File: config.mk
export PLATFORM = sky130hd
export DESIGN_NAME = ntsc_zbt_packer_flat
export DESIGN_NICKNAME = d
export VERILOG_FILES = /design/src/rtl/ntsc_zbt_packer_pkg.sv /design/src/rtl/ntsc_zbt_packer_if.sv /design/src/rtl/ntsc_zbt_packer_fifo.sv /design/src/rtl/ntsc_zbt_packer.sv /design/src/flat_wrapper.sv
export SDC_FILE = /design/constraint.sdc
export NUM_CORES = 1
export LEC_CHECK = 0
export CAP_MARGIN = 20
export CORE_UTILIZATION = 46
export CTS_BUF_LIST = sky130_fd_sc_hd__clkbuf_2 sky130_fd_sc_hd__clkbuf_4 sky130_fd_sc_hd__clkbuf_8
export DETAILED_ROUTE_END_ITERATION = 10
export SLEW_MARGIN = 0
export SYNTH_ARGS = -nofsm -noshare
export SYNTH_HDL_FRONTEND = slang
export SYNTH_SLANG_ARGS = --single-unit
File: constraint.sdc
create_clock -name clk -period 24.2 [get_ports clk]
set_input_delay 3.63 -clock clk [delete_from_list [all_inputs] [get_ports clk]]
set_output_delay 3.63 -clock clk [all_outputs]
set_load 0.01 [all_outputs]
File: src/rtl/ntsc_zbt_packer_pkg.sv
// Shared types for the NTSC-to-ZBT write path: capture modes, default bus widths, queue entry.
package ntsc_pkg;

    typedef enum logic [1:0] {
        MODE_PACK  = 2'd0,
        MODE_REPL  = 2'd1,
        MODE_DECIM = 2'd2,
        MODE_RSVD  = 2'd3
    } mode_e;

    localparam int unsigned ZBT_ADDR_W = 19;
    localparam int unsigned ZBT_WORD_W = 36;

    typedef struct packed {
        logic [ZBT_ADDR_W-1:0] addr;
        logic [ZBT_WORD_W-1:0] data;
    } zbt_entry_t;

    function automatic int unsigned clog2(input int unsigned value);
        int unsigned result;
        result = 0;
        for (int unsigned i = 0; i < 32; i++) begin
            if ((64'd1 << i) < 64'(value)) result = i + 1;
        end
        return result;
    endfunction

endpackage

File: src/rtl/ntsc_zbt_packer_if.sv
// Write-request bus from the packer queue to the ZBT arbiter.
interface ntsc_zbt_packer_if #(
    parameter int unsigned ADDR_W = 19,
    parameter int unsigned WORD_W = 36
) ();
    logic [ADDR_W-1:0] mem_addr;
    logic [WORD_W-1:0] mem_data;
    logic              mem_req;
    logic              mem_ack;

    modport master (output mem_addr, output mem_data, output mem_req, input mem_ack);
    modport slave  (input mem_addr, input mem_data, input mem_req, output mem_ack);
endinterface

File: src/rtl/ntsc_zbt_packer_fifo.sv
// Show-ahead write queue; head reads as zero while empty.
module zbt_wr_fifo
    import ntsc_pkg::*;
#(
    parameter int unsigned WIDTH = 55,
    parameter int unsigned DEPTH = 8
) (
    input  logic             clk,
    input  logic             reset,
    input  logic             push,
    input  logic [WIDTH-1:0] push_data,
    input  logic             pop,
    output logic             full,
    output logic             empty,
    output logic [WIDTH-1:0] head
);
    localparam int unsigned PTR_W = clog2(DEPTH);

    logic [WIDTH-1:0] mem_q [DEPTH];
    logic [PTR_W:0]   wr_ptr_q, rd_ptr_q;
    logic             do_push, do_pop;

    assign empty = (wr_ptr_q == rd_ptr_q);
    assign full  = (wr_ptr_q[PTR_W] != rd_ptr_q[PTR_W]) &&
                   (wr_ptr_q[PTR_W-1:0] == rd_ptr_q[PTR_W-1:0]);
    assign do_pop  = pop && !empty;
    // A pop frees the slot in the same cycle, so a push into a full queue still lands.
    assign do_push = push && (!full || do_pop);
    assign head    = empty ? '0 : mem_q[rd_ptr_q[PTR_W-1:0]];

    always_ff @(posedge clk) begin
        if (reset) begin
            wr_ptr_q <= '0;
            rd_ptr_q <= '0;
        end else begin
            if (do_push) wr_ptr_q <= wr_ptr_q + (PTR_W + 1)'(1);
            if (do_pop)  rd_ptr_q <= rd_ptr_q + (PTR_W + 1)'(1);
        end
    end

    always_ff @(posedge clk) begin
        if (do_push) mem_q[wr_ptr_q[PTR_W-1:0]] <= push_data;
    end
endmodule

File: src/rtl/ntsc_zbt_packer.sv
// Crops a luma stream to a window, packs pixels into ZBT words and queues them for the arbiter.
module ntsc_zbt_packer
    import ntsc_pkg::*;
#(
    parameter int unsigned PIXEL_W      = 8,
    parameter int unsigned PIX_PER_WORD = 4,
    parameter int unsigned WORD_W       = ZBT_WORD_W,
    parameter int unsigned ADDR_W       = ZBT_ADDR_W,
    parameter int unsigned ROW_BITS     = 9,
    parameter int unsigned COL_BITS     = 10,
    parameter int unsigned COL_START    = 30,
    parameter int unsigned ROW_START    = 30,
    parameter int unsigned MAX_COLS     = 1024,
    parameter int unsigned MAX_ROWS     = 768,
    parameter int unsigned FIFO_DEPTH   = 8
) (
    input  logic               clk,
    input  logic               reset,
    input  logic [2:0]         fvh,
    input  logic               pix_valid,
    input  logic [PIXEL_W-1:0] pix_data,
    input  logic [1:0]         mode,
    ntsc_zbt_packer_if.master  mem,
    output logic               overflow,
    output logic [15:0]        drop_count
);
    localparam int unsigned LOG_PPW = clog2(PIX_PER_WORD);
    localparam int unsigned LANE_W  = (LOG_PPW > 0) ? LOG_PPW : 1;
    localparam int unsigned PACK_W  = PIXEL_W * PIX_PER_WORD;
    localparam int unsigned ACOL_W  = COL_BITS - LOG_PPW;
    localparam int unsigned COL_W   = COL_BITS + 1;
    localparam int unsigned ROW_W   = (clog2(MAX_ROWS + 1) > ROW_BITS + 1) ?
                                      clog2(MAX_ROWS + 1) : ROW_BITS + 1;
    localparam int unsigned ENTRY_W = ADDR_W + WORD_W;

    logic [1:0]        sync_q;
    logic              armed_q;
    mode_e             mode_q;
    logic [COL_W-1:0]  col_q;
    logic [ROW_W-1:0]  row_q;
    logic [LANE_W-1:0] lane_q, lane_d;
    logic [PACK_W-1:0] word_q, word_d, word_fill, push_word;
    logic [ADDR_W-1:0] addr_q, addr_d, pix_addr, word_addr, push_addr;
    logic              overflow_q;
    logic [15:0]       drop_count_q;

    logic              vs_rise, hs_rise, active, keep, push, pop, drop, full, empty;
    logic [ENTRY_W-1:0] head;
    logic [ROW_BITS-1:0] a_row;
    logic              a_field;
    logic [ACOL_W-1:0] a_col;

    assign vs_rise = fvh[1] & ~sync_q[1];
    assign hs_rise = fvh[0] & ~sync_q[0];
    assign active  = armed_q & pix_valid & ~fvh[1] & ~fvh[0] &
                     (col_q < COL_W'(MAX_COLS)) & (row_q < ROW_W'(MAX_ROWS));
    assign keep    = (mode_q != MODE_DECIM) | (~col_q[0] & ~row_q[0]);

    // Word address from the current pixel position; decimation halves both axes and drops field.
    always_comb begin
        a_row   = row_q[ROW_BITS-1:0];
        a_field = fvh[2];
        a_col   = col_q[COL_BITS-1:LOG_PPW];
        case (mode_q)
            MODE_REPL: a_col = col_q[ACOL_W-1:0];
            MODE_DECIM: begin
                a_row   = row_q[ROW_BITS:1];
                a_field = 1'b0;
                a_col   = col_q[COL_BITS:LOG_PPW+1];
            end
            default: ;
        endcase
        pix_addr = ADDR_W'({a_row, a_field, a_col});
    end

    always_comb begin
        lane_d    = lane_q;
        word_d    = word_q;
        addr_d    = addr_q;
        push      = 1'b0;
        push_addr = addr_q;
        push_word = word_q;
        word_addr = (lane_q == '0) ? pix_addr : addr_q;
        word_fill = word_q;
        for (int unsigned i = 0; i < PIX_PER_WORD; i++) begin
            if (LANE_W'(i) == lane_q) word_fill[(PIX_PER_WORD-1-i)*PIXEL_W +: PIXEL_W] = pix_data;
        end
        if (vs_rise || hs_rise) begin
            push   = (lane_q != '0);
            lane_d = '0;
            word_d = '0;
        end else if (active && keep) begin
            if (mode_q == MODE_REPL) begin
                push      = 1'b1;
                push_addr = pix_addr;
                push_word = {PIX_PER_WORD{pix_data}};
            end else if (lane_q == LANE_W'(PIX_PER_WORD - 1)) begin
                push      = 1'b1;
                push_addr = word_addr;
                push_word = word_fill;
                lane_d    = '0;
                word_d    = '0;
            end else begin
                lane_d = lane_q + LANE_W'(1);
                word_d = word_fill;
                addr_d = word_addr;
            end
        end
    end

    assign pop  = ~empty & mem.mem_ack;
    assign drop = push & full & ~pop;

    always_ff @(posedge clk) begin
        if (reset) begin
            sync_q       <= '0;
            armed_q      <= 1'b0;
            mode_q       <= MODE_PACK;
            col_q        <= '0;
            row_q        <= '0;
            lane_q       <= '0;
            word_q       <= '0;
            addr_q       <= '0;
            overflow_q   <= 1'b0;
            drop_count_q <= '0;
        end else begin
            sync_q <= fvh[1:0];
            if (vs_rise) begin
                armed_q <= 1'b1;
                mode_q  <= (mode_e'(mode) == MODE_RSVD) ? MODE_PACK : mode_e'(mode);
                row_q   <= ROW_W'(ROW_START);
                col_q   <= COL_W'(COL_START);
            end else if (hs_rise) begin
                col_q <= COL_W'(COL_START);
                if (row_q < ROW_W'(MAX_ROWS)) row_q <= row_q + ROW_W'(1);
            end else if (active) begin
                col_q <= col_q + COL_W'(1);
            end
            lane_q <= lane_d;
            word_q <= word_d;
            addr_q <= addr_d;
            if (drop) begin
                overflow_q <= 1'b1;
                if (drop_count_q != 16'hFFFF) drop_count_q <= drop_count_q + 16'd1;
            end
        end
    end

    zbt_wr_fifo #(
        .WIDTH (ENTRY_W),
        .DEPTH (FIFO_DEPTH)
    ) u_fifo (
        .clk       (clk),
        .reset     (reset),
        .push      (push),
        .push_data ({push_addr, WORD_W'(push_word)}),
        .pop       (pop),
        .full      (full),
        .empty     (empty),
        .head      (head)
    );

    assign mem.mem_req  = ~empty;
    assign mem.mem_addr = head[ENTRY_W-1:WORD_W];
    assign mem.mem_data = head[WORD_W-1:0];
    assign overflow     = overflow_q;
    assign drop_count   = drop_count_q;
endmodule

File: src/flat_wrapper.sv
// flat-port wrapper written by rule: the top's interface ports become plain ports
module ntsc_zbt_packer_flat import ntsc_pkg::*;
#(
    parameter int unsigned PIXEL_W      = 8,
    parameter int unsigned PIX_PER_WORD = 4,
    parameter int unsigned WORD_W       = ZBT_WORD_W,
    parameter int unsigned ADDR_W       = ZBT_ADDR_W,
    parameter int unsigned ROW_BITS     = 9,
    parameter int unsigned COL_BITS     = 10,
    parameter int unsigned COL_START    = 30,
    parameter int unsigned ROW_START    = 30,
    parameter int unsigned MAX_COLS     = 1024,
    parameter int unsigned MAX_ROWS     = 768,
    parameter int unsigned FIFO_DEPTH   = 8
)
  (clk, reset, fvh, pix_valid, pix_data, mode, overflow, drop_count, mem_mem_addr, mem_mem_data, mem_mem_req, mem_mem_ack);
  ntsc_zbt_packer_if #(.ADDR_W(ADDR_W), .WORD_W(WORD_W)) mem_i ();
  input  logic clk;
  input  logic reset;
  input  logic [2:0] fvh;
  input  logic pix_valid;
  input  logic [PIXEL_W-1:0] pix_data;
  input  logic [1:0] mode;
  output logic overflow;
  output logic [15:0] drop_count;
  output wire logic [$bits(mem_i.mem_addr)-1:0] mem_mem_addr;
  output wire logic [$bits(mem_i.mem_data)-1:0] mem_mem_data;
  output wire logic [$bits(mem_i.mem_req)-1:0] mem_mem_req;
  input wire logic [$bits(mem_i.mem_ack)-1:0] mem_mem_ack;
  assign mem_mem_addr = mem_i.mem_addr;
  assign mem_mem_data = mem_i.mem_data;
  assign mem_mem_req = mem_i.mem_req;
  assign mem_i.mem_ack = mem_mem_ack;
  ntsc_zbt_packer #(.PIXEL_W(PIXEL_W), .PIX_PER_WORD(PIX_PER_WORD), .WORD_W(WORD_W), .ADDR_W(ADDR_W), .ROW_BITS(ROW_BITS), .COL_BITS(COL_BITS), .COL_START(COL_START), .ROW_START(ROW_START), .MAX_COLS(MAX_COLS), .MAX_ROWS(MAX_ROWS), .FIFO_DEPTH(FIFO_DEPTH)) u_core (.clk(clk), .reset(reset), .fvh(fvh), .pix_valid(pix_valid), .pix_data(pix_data), .mode(mode), .mem(mem_i), .overflow(overflow), .drop_count(drop_count));
endmodule
==> run metrics, run 1 <==
setup TNS 0 ns; Fmax achieved 0.1267 GHz; Placer Congestion 0.7914; First-pass DRT Iterations 5; Die ar. 0.04589 mm2; core box area 0.04432 mm2; max-slew violation count 0; fin crit share 32.61%; sequential area share after synthesis 69.48%; Starting Density 46.75%; hold slack 0.4548 ns; power per cell area 71.30 mW/mm2; combinational power share 1.9%; Post-Syn Area 0.02072 mm2; fillcell total 3583; post_cts resized 0; grt total ovfl 0; Synth area leader edfxtp_1; Vias 11420; HP Class reg -> reg; Final ANT Viol Nets 0; Fin. Hold Viols 0; Worst Tran Pin Value 1.095 ns; Worst Path Buf+Inv 3; Slew headroom 26.75%; H-tree Lvls 3; worst skew pair latency 0.65 ns; Switch Pwr 0.0003530 W; Internal 0.001349 W; aggregate routed wire length 44.37 mm; Peak VDD IR 34.24 uV; critical path's top delay family buffers and inverters; Warnings, synthesis 0; outcome finished, final reports clean; Inserted Clock Buffers 84; wire per inst 21.40 um; element type at the critical path start flip-flop; Max-cap violations 0; cells after synthesis 1290; crit path DAT 4.26 ns; number of global-route vias before repair 11560; Max Root-Sink Buffers 3; EDFF count, synth 408; Clock Sinks 515; post-CTS setup buffer count 0; NumNets Final 1441; Die X 214.2 um; First DRT Iteration DRCs 736; CP Max Fanout 43; area grow syn2layout 15.24%; number of distinct library cells after synthesis 52; GR Util All Layers 19.65%; Final Skew 0.03428 ns; clock-pin slew on the worst setup and hold paths 0.06 ns; Leak 7.860 nW; DP Wirelength 25.32 mm; clock power share 42.3%; CP Class reg -> out; share of layout cells above drive strength 1 20.95%; Async SR Flop Fraction 0%; post-synthesis area per instance 16.06 um2; Vert. Die Dim 214.2 um; Clock Tree Root clkbuf_8; Post-synth top flop edfxtp_1; Final setup violation count 0; flops & latches, synth 515; post-synth top area share 59.14%; largest cells by area after synthesis edfxtp_1, mux4_2, dfxtp_1; Reg power frac 55.8%; top-count cell post-synth edfxtp_1; largest net degree at the start of global routing 57; worst path cell trace buf_4 > buf_4 > mux4_2 > mux2i_1 > nor2_1 > clkdlybuf4s50_1; crit end category output port; switching part of the total 20.73%; I/O Buffers 85; vias per cell 5.511; CTS Hold Buffers Added 0; drt drc 0; Synth top cells by count edfxtp_1, nor2_1, dfxtp_1; Ports 90; RSZ-0062 raised after global routing no; CP max stage delay 0.82 ns; initial antenna violation count 1; Tmin final 7.892 ns; Worst Path Required 20.57 ns; most used cell, CP buf_4; FP Rows 77; Pwr Total 0.001702 W; Crit-path slowest cell buf_4; global-route wire length before repair 68.39 mm; TritonCTS clock tree yes
[through the flow]
stage          std cells  util, %  setup WS [ns]  area (um2)
2_1_floorplan       1293        -          13.44       20730
3_3_place_gp        1918    50.21          16.75       22250
3_5_place_dp        1918    50.21          16.69       22250
4_1_cts             2071    53.85          16.05       23860
5_1_grt             2072    53.86          15.85       23870
6_report            2073    53.87          16.31       23870
[cell type report]
type                            count  area (um2)  area share [%]
Antenna cell                        1       2.502         0.01048
Sequential cell                   515       14410           60.34
Clock buffer                      117        1423           5.959
Inverter                            9       33.78          0.1415
Multi-Input combinational cell    693        6046           25.32
Tap cell                          592       740.7           3.103
Timing Repair Buffer              110        1033           4.329
Clock inverter                     36       190.2          0.7966
[cell families after synthesis]
family / after synthesis / share of synthesized area, %
xor gates and xnor gates: 22 / 0.9300
buffers and inverters: 85 / 1.679
muxes: 194 / 15.70
AOI/OAI and AO/OA: 128 / 3.883
and+or+nand+nor: 334 / 7.646
adders and majority gates: 11 / 0.6643
DFF: 515 / 69.48
other: 1 / 0.01810
[final timing paths]
check | start | to | slack [ns] | cells after the start
worst max-delay path | flip-flop | mem_mem_data[24] | 16.31 | 6
worst min-delay path | u_core.word_q[4] | u_core.word_q[4] | 0.45 | 1
worst max register to register | u_core.mode_q[0] | u_core.u_fifo.wr_ptr_q[3] | 20.09 | 8
worst min register to register | u_core.word_q[4] | u_core.word_q[4] | 0.45 | 1
[registers in the layout, summed over array words and instances (netlist names), named ones only]
name,count
u_core.u_fifo.mem_q,408
u_core.word_q,32
u_core.addr_q,19
u_core.drop_count,16
u_core.col_q,11
u_core.row_q,10
u_core.u_fifo.rd_ptr_q,4
u_core.u_fifo.wr_ptr_q,4
u_core.lane_q,2
u_core.mode_q,2
u_core.sync_q,2
u_core.armed_q,1
u_core.overflow,1
[cell usage in the layout (no fill, tap or decap), types with 4 or more instances in the layout]
master | netlist | layout
a211oi_1 | 10 | 10
a21oi_1 | 39 | 39
a22oi_1 | 30 | 30
and2_1 | 15 | 15
and3_1 | 9 | 9
buf_4 | 4 | 24
clkbuf_4 | 0 | 31
clkbuf_8 | 0 | 87
clkdlybuf4s50_1 | 0 | 84
clkinv_1 | 0 | 23
clkinv_2 | 0 | 7
clkinvlp_4 | 0 | 4
conb_1 | 1 | 4
dfxtp_1 | 107 | 104
edfxtp_1 | 408 | 408
ha_1 | 11 | 11
inv_1 | 9 | 9
mux2_2 | 28 | 28
mux2i_1 | 64 | 64
mux4_2 | 102 | 102
nand2_1 | 90 | 90
nand3_1 | 10 | 10
nand4_1 | 15 | 15
nor2_1 | 134 | 134
nor2b_1 | 9 | 8
nor3_1 | 6 | 4
nor4_1 | 6 | 5
o21a_1 | 7 | 7
o21ai_0 | 26 | 26
or2_2 | 5 | 5
or3_1 | 9 | 9
or4_1 | 4 | 4
xnor2_1 | 11 | 11
xor2_1 | 11 | 11
[layer usage]
| metal | wire length [um] | up-vias | GRT usage [%] |
|---|---|---|---|
| li1 | - | 5225 | - |
| met1 | 19680 | 5825 | 27.06 |
| met2 | 21560 | 300 | 31.42 |
| met3 | 2346 | 74 | 3.816 |
| met4 | 782 | 0 | 6.714 |
| met5 | 0 | - | 0 |
[power groups by stage]
stage                     registers (W)  clock network, W   logic, W
after floorplan                0.000967                 0  0.0000201
after global placement         0.000968                 0  0.0000322
after detailed placement       0.000968                 0  0.0000326
after CTS                      0.000949          0.000743  0.0000326
after global routing           0.000949          0.000782  0.0000354
final                          0.000949          0.000721  0.0000323
Power figures use the tool's default switching activity.
==> run 2, diff against run 1 <==
==> constraint.sdc (replaced) <==
create_clock -name clk -period 8.19 [get_ports clk]
set_input_delay 1.2285 -clock clk [delete_from_list [all_inputs] [get_ports clk]]
set_output_delay 1.2285 -clock clk [all_outputs]
set_load 0.01 [all_outputs]
==> run metrics, run 2 (same netlist as run 1, synthesis figures left out) <==
First DRT Iteration DRCs 720; crit end category output port; area grow syn2layout 15.01%; worst hold start u_core.word_q[30]; Fmax achieved 0.2073 GHz; FP Rows 77; Hold EP u_core.word_q[30]; commonest non-fill, non-tap cells in the layout edfxtp_1, nor2_1, dfxtp_1; CP max stage delay 0.90 ns; worst skew pair latency 0.64 ns; NumNets Final 1435; Internal 0.003958 W; commonest non-fill, non-tap cell in the layout edfxtp_1; number of global-route vias before repair 11650; post_cts resized 0; Vert. Die Dim 214.2 um; reg-to-reg endpoint u_core.u_fifo.mem_q[2][33]; RSZ-0062 raised after global routing no; global-route wire length before repair 68.64 mm; Switch Pwr 0.001050 W; Starting Density 46.75%; post-CTS setup buffer count 0; beginning of the worst register-to-register path u_core.mode_q[0]; First-pass DRT Iterations 5; clock-pin slew on the worst setup and hold paths 0.06 ns; Placer Congestion 0.8166; wire per inst 21.41 um; Reg power frac 56.0%; Worst Path Required 6.96 ns; Final Skew 0.02121 ns; critical path's top delay family buffers and inverters; CP Max Fanout 57; Peak VDD IR 105.8 uV; Worst Tran Pin Value 1.014 ns; HP Class reg -> reg; switching part of the total 20.97%; Slew headroom 32.37%; CP Class reg -> out; clock power share 42.1%; DP Wirelength 24.22 mm; Die ar. 0.04589 mm2; largest net degree at the start of global routing 71; fin crit share 58.91%; Leak 7.822 nW; vias per cell 5.503; power per cell area 210.2 mW/mm2; fillcell total 3610; initial antenna violation count 1; Ports 90; Crit-path slowest cell dfxtp_4; core box area 0.04432 mm2; GR Util All Layers 19.64%; max reg flops 408; max-slew violation count 0; worst path cell trace buf_4 > mux4_2 > mux2i_1 > nor2_1 > clkdlybuf4s50_1; Clock Sinks 515; drt drc 0; aggregate routed wire length 44.15 mm; TritonCTS clock tree yes; Final ANT Viol Nets 0; Fin. Hold Viols 0; combinational power share 1.9%; post-route insts no fill 2062; Die X 214.2 um; Final setup violation count 0; Max Root-Sink Buffers 3; H-tree Lvls 3; CTS Hold Buffers Added 0; Clock Tree Root clkbuf_8; Max-cap violations 0; element type at the critical path start flip-flop; crit path DAT 3.60 ns; outcome finished, final reports clean; Vias 11350; I/O Buffers 85; Inserted Clock Buffers 84; Hold Path Depth 2; reg2reg path depth 8; setup TNS 0 ns; Worst Path Buf+Inv 2; share of layout cells above drive strength 1 20.69%; Tmin final 4.825 ns; placed cells 1913; grt total ovfl 0; r2r setup slk 4.22 ns
-- run 2: layer usage --
metal | vias to the layer above | wire (um) | global-route usage [%]
li1 | 5215 | - | -
met1 | 5797 | 20060 | 27.01
met2 | 265 | 21170 | 31.54
met3 | 70 | 1906 | 3.461
met4 | 0 | 1012 | 7.095
met5 | - | 0 | 0
-- run 2: worst reg2reg max path, cell delays in order, from the launching register on --
cell and delay (ns):
dfxtp_1 0.36, inv_1 0.06, ha_1 0.52, o21a_1 0.29, or4_4 0.56, o2bb2ai_2 0.31
or2_2 0.39, nor3_2 0.32, buf_4 0.68
-- run 2: worst max path at each step --
stage | from | end | slack (ns) | cells past startpoint
floorplan | fvh[1] | u_core.u_fifo.mem_q[0][0] | 0.30 | 5
global placement | fvh[1] | u_core.u_fifo.mem_q[2][40] | 3.41 | 7
detailed placement | fvh[1] | u_core.u_fifo.mem_q[2][40] | 3.29 | 7
CTS | flip-flop | mem_mem_data[31] | 3.18 | 5
global route | flip-flop | mem_mem_data[31] | 3.14 | 5
finish | flip-flop | mem_mem_data[31] | 3.37 | 5
-- run 2: stage by stage --
step | hold slack [ns] | total power, W | worst slack, ns | instance area, um2 | util (%)
3_5_place_dp | 0.4379 | 0.002955 | 3.291 | 22250 | 50.20
2_1_floorplan | 0.4239 | 0.002916 | 0.3018 | 20740 | -
5_1_grt | 0.4742 | 0.005190 | 3.138 | 23830 | 53.76
3_3_place_gp | 0.4360 | 0.002954 | 3.412 | 22240 | 50.18
4_1_cts | 0.4537 | 0.005071 | 3.177 | 23820 | 53.76
6_report | 0.4525 | 0.005008 | 3.365 | 23830 | 53.76
-- run 2: area by class of cell --
cell class	count	area, um2	share of cell area, %
clock inverter	29	151.4	0.6354
sequential	515	14410	60.46
inverter	9	33.78	0.1418
clock buffer	119	1425	5.981
tap	592	740.7	3.109
antenna	1	2.502	0.01050
multi-input combinational	693	6063	25.45
timing repair buffer	104	1005	4.217
-- run 2: power by group through the flow --
stage | logic [W] | registers, W | clock network [W]
after floorplan | 0.0000594 | 0.00286 | 0
after global placement | 0.0000938 | 0.00286 | 0
after detailed placement | 0.0000950 | 0.00286 | 0
after CTS | 0.0000953 | 0.00281 | 0.00217
after global routing | 0.000103 | 0.00280 | 0.00228
final | 0.0000942 | 0.00281 | 0.00211
==> run 3, diff against run 2 <==
==> constraint.sdc (replaced) <==
create_clock -name clk -period 4.9 [get_ports clk]
set_input_delay 0.735 -clock clk [delete_from_list [all_inputs] [get_ports clk]]
set_output_delay 0.735 -clock clk [all_outputs]
set_load 0.01 [all_outputs]
==> run metrics, run 3 (same netlist as run 1, synthesis figures left out) <==
pre-CTS setup slack 0.7907 ns; Ports 90; Worst Path Buf+Inv 2; Reg power frac 55.1%; First-pass DRT Iterations 5; crit end category output port; element type at the critical path start flip-flop; Fin. Hold Viols 0; global-route wire length before repair 68.32 mm; drt drc 0; reg-to-reg endpoint u_core.u_fifo.mem_q[3][5]; post-CTS setup buffer count 0; NumNets Final 1443; RSZ-0062 raised after global routing no; wire per inst 21.22 um; r2r setup slk 1.29 ns; max reg flops 408; Crit-path slowest cell nor2b_4; placed cells 1922; Final Skew 0.01918 ns; Vert. Die Dim 214.2 um; metal3 WL 1.980 mm; outcome finished, final reports clean; GR Util All Layers 19.59%; CP Class reg -> out; aggregate routed wire length 43.98 mm; Inserted Clock Buffers 83; Clock Tree Root clkbuf_8; Switch Pwr 0.001746 W; setup TNS 0 ns; Worst Tran Pin Value 1.008 ns; CP Max Fanout 29; TritonCTS clock tree yes; hold slack 0.4564 ns; Clock Sinks 515; vias per cell 5.474; share of layout cells above drive strength 1 21.34%; largest net degree at the start of global routing 57; worst path cell trace xnor2_1 > nand3_1 > nor2b_4 > buf_12 > nor2_1 > clkdlybuf4s50_1; beginning of the worst register-to-register path u_core.mode_q[0]; worst skew pair latency 0.62 ns; fillcell total 3633; crit path DAT 3.35 ns; Max-cap violations 0; H-tree Lvls 3; Max Root-Sink Buffers 3; antenna fix cells 0; Die X 214.2 um; initial antenna violation count 0; Internal 0.006766 W; Hold Path Depth 2; Leak 7.933 nW; DP Wirelength 25.60 mm; Starting Density 46.75%; number of global-route vias before repair 11680; core box area 0.04432 mm2; Fmax achieved 0.2448 GHz; Tmin final 4.085 ns; post_cts resized 0; Pwr Total 0.008512 W; Setup WS post-layout 0.8154 ns; Final setup violation count 0; Slew headroom 32.54%; Final ANT Viol Nets 0; fin crit share 83.36%; Die ar. 0.04589 mm2; DR top layer met4; critical path's top delay family simple AND/OR/NAND/NOR gates; Vias 11350; First DRT Iteration DRCs 793; instance count on the critical path 6; Placer Congestion 0.7423; I/O Buffers 85; clock-pin slew on the worst setup and hold paths 0.06 ns; Peak VDD IR 194.5 uV; CTS Hold Buffers Added 0; Worst Setup SP u_core.u_fifo.wr_ptr_q[0]; power per cell area 353.6 mW/mm2; max-slew violation count 0; DR WL met2 20.71 mm; post-route insts no fill 2073; reg2reg path depth 8; commonest non-fill, non-tap cells in the layout edfxtp_1, nor2_1, dfxtp_1; combinational power share 1.9%; HP Class reg -> reg; M1 WL 20.55 mm; FP Rows 77; switching part of the total 20.52%; Multi-input gate area 0.006097 mm2; CP max stage delay 0.74 ns; Hold EP u_core.addr_q[1]; register area 0.01441 mm2; clock power share 43.0%; Worst Path Required 4.16 ns; worst hold start u_core.addr_q[1]; area grow syn2layout 16.19%; commonest non-fill, non-tap cell in the layout edfxtp_1; grt total ovfl 0
==> run 3: layout make-up <==
class,instances,share of cell area (%)
Timing Repair Buffer,113,4.699
Clock buffer,117,6.066
Sequential cell,515,59.84
Multi-Input combinational cell,693,25.33
Clock inverter,34,0.8472
Inverter,9,0.1403
Tap cell,592,3.077
==> run 3: worst max-delay path by stage <==
stage	endpoint	slack [ns]
6_report	mem_mem_addr[17]	0.82
4_1_cts	mem_mem_addr[17]	0.74
2_1_floorplan	u_core.u_fifo.mem_q[1][0]	-0.44
3_5_place_dp	u_core.u_fifo.mem_q[3][50]	0.79
3_3_place_gp	u_core.u_fifo.mem_q[3][50]	0.86
5_1_grt	mem_mem_addr[17]	0.56
==> run 3: power groups by stage <==
stage / Sequential (W) / Combinational, W / Clock [W]
floorplan: 0.00477 / 0.0000994 / 0
global placement: 0.00478 / 0.000163 / 0
detailed placement: 0.00478 / 0.000164 / 0
CTS: 0.00469 / 0.000165 / 0.00376
global route: 0.00469 / 0.000179 / 0.00395
finish: 0.00469 / 0.000164 / 0.00366
==> run 3: tightest hold or removal path, stage by stage, from the launching register on <==
cell,delay [ns]
dfxtp_1,0.31
nand2_1,0.05
a21oi_1,0.05
==> run 3: per-stage QoR <==
| step | cell area [um2] | util [%] |
|---|---|---|
| after floorplan | 20770 | - |
| after global placement | 22410 | 50.56 |
| after detailed placement | 22410 | 50.56 |
| after CTS | 24070 | 54.32 |
| after global routing | 24070 | 54.32 |
| final | 24070 | 54.32 |
==> run 3: routing by layer <==
| layer | GRT usage [%] | vias up |
|---|---|---|
| met5 | 0 | - |
| met4 | 5.762 | 0 |
| met3 | 3.532 | 54 |
| met2 | 30.68 | 289 |
| met1 | 28.11 | 5771 |
| li1 | - | 5234 |
==> edit: new RTL, config.mk and constraints of run 3 <==
Take the reset off `word_q` and load it in a clocked block of its own.
--- a/src/rtl/ntsc_zbt_packer.sv
+++ b/src/rtl/ntsc_zbt_packer.sv
@@ -121,3 +121,2 @@
             lane_q       <= '0;
-            word_q       <= '0;
             addr_q       <= '0;
@@ -139,3 +138,2 @@
             lane_q <= lane_d;
-            word_q <= word_d;
             addr_q <= addr_d;
@@ -146,2 +144,6 @@
         end
+    end
+
+    always_ff @(posedge clk) begin
+        word_q <= word_d;
     end
Check against the original RTL: no difference found for any inputs over 4 cycles, from zero or initial values and one cycle with reset high; that may be too few to reach the edited logic, so the function may still have changed.
==> edit against run 3 <==
- wire length shrank 1.3%
- highest routed layer unchanged
- synthesized cell count down 1.7%
- design area is 0.25% higher
- count of clock-buffer cells in the layout grew 6
- register-to-register slack better by 0.30 ns
- sequential cell count is the same
- non-clock buffer count unchanged
- utilization is 0.14 points higher
- synthesized area is 0.12% lower
- first-iteration DRC count shrank 20%
- worst setup slack better by 0.043 ns
- total power is 2.1% higher
==> edit: results (changes against run 3) <==
status:
  status: "finished, final reports clean"
yosys:
  async_flop_share_pct: 0  # unchanged
  synth_area_leaders: "edfxtp_1 59%, mux4_2 11%, dfxtp_1 10%, mux2i_1 3.2%, nor2_1 1.9%"
  netlist_instances: 1268  # -1.7%
  synth-edff-count: 408  # unchanged
  ys_types: 54  # +3.8%
  synthTopCellsByCount: "408 x edfxtp_1, 107 x dfxtp_1, 102 x mux4_2, 102 x nor2_1, 84 x nand2_1"
  yosys_warnings: 0  # unchanged
  seq_area_frac_synth_pct: 69.6  # +0.084 points
setup_path:
  ff2ff_setup_slack_ns: 1.59  # +0.30 ns
  critPathMaxStageDelay_ns: 0.80  # +0.06 ns
  cp_max_fo: 33  # +14%
  startpoint: "u_core.u_fifo.wr_ptr_q[0]$_SDFFE_PP0P_"
  crit_arrival_ns: 3.31  # -0.04 ns
  cp_slowest_cell: "and4_2"
route:
  drt_iter0_drc: 633  # -20%
  vias: 11300  # -0.81%
  met1_length_mm: 19.4  # -5.7%
  wl_per_cell_um: 21.2  # -0.21%
  dr_wl_met3_mm: 2.08  # +5.2%
  wl_met2_mm: 21.2  # +2.2%
power:
  peakVddDrop_mv: 0.162  # -17%
  p_leak_nw: 7.88  # -0.70%
hold_path:
  hold_start: "u_core.overflow$_SDFFE_PP0P_"
  hp-class: "register to register"
placed_design:
  dp.cells: 1896  # -1.4%
  detailed_place_hpwl_mm: 25.0  # -2.5%
  postPlaceCellArea_um2: 22300  # -0.31%
  gp_routability_congestion: 0.785  # +5.8%
  post-place-ws_ns: 1.05  # +0.262 ns
cells_and_area:
  fin_cells: 2050  # -1.1%
  finalNetCount: 1419  # -1.7%
  fillers: 3570  # -1.7%
  drive_above_1_share_pct: 22.6  # +1.3 points
timing:
  fin_worst_skew_ns: 0.0214  # +0.00218 ns
  setup_slack_ns: 0.858  # +0.0426 ns
  worstMarginPinSlew_ns: 1.03  # +0.0249 ns
cts:
  root_buffer: "clkbuf_8"
  insertion_delay_ns: 0.63
  clk_pin_slew_ns: 0.06  # about the same
  post_cts_buffers: 0  # unchanged
global_routing:
  grt_use_met1_pct: 26.3  # -1.8 points
  grt_pass1_vias: 11400  # -2.0%
  grt_pass1_wl_mm: 67.4  # -1.4%
  grt_max_degree: 60  # +5.3%
  met2_usage_pct: 31.3  # +0.57 points
  grt_use_met3_pct: 3.57  # +0.043 points
  grt.total_usage_pct: 19.2  # -0.37 points
edit: path summary, 6_finish.rpt:
path | end | depth (start not counted)
max reg2reg | u_core.u_fifo.mem_q[1][1]$_DFFE_PP_ | 8
max | mem_mem_data[28] | 5
min | u_core.overflow$_SDFFE_PP0P_ | 2
min reg2reg | u_core.overflow$_SDFFE_PP0P_ | 2
edit: stage by stage:
stage          hold WS, ns  utilization [%]
2_1_floorplan        0.426                -
3_3_place_gp         0.438             50.4
3_5_place_dp         0.441             50.4
4_1_cts              0.455             54.4
5_1_grt              0.467             54.5
6_report             0.457             54.5
edit: final cells by class:
type                            count  area (um2)  share of cell area (%)
Sequential cell                   515       14400                    59.7
Clock inverter                     29         234                   0.970
Tap cell                          592         741                    3.07
Timing Repair Buffer              113        1170                    4.85
Clock buffer                      123        1520                    6.29
Multi-Input combinational cell    663        6010                    24.9
Inverter                           15        56.3                   0.233
edit: critical path, delay by kind of cell (launching register included):
kind                      cells  cell delay, ns
buffers and inverters         2            0.86
xor gates and xnor gates      1            0.19
and+or+nand+nor               2            0.89
DFF                           1            0.72
edit: power by group:
part           switching (mW)  total, mW  leakage (nW)  internal, mW
sequential             0.0167       4.69          4.83          4.68
clock                    1.67       3.82         0.918          2.15
combinational           0.104      0.175          2.13        0.0703
total                    1.79       8.69          7.88          6.90
edit: cells by family (layout without fill, tap and decap cells):
group	count (synthesis)	count (layout)	share of synthesized area (%)
simple gates	293	293	6.92
xor+xnor	21	21	0.889
other cells	1	4	0.0181
buf+inv	93	280	1.90
flops	515	515	69.6
mux	193	193	15.7
compound gates	141	141	4.38
fa+ha+maj	11	11	0.665
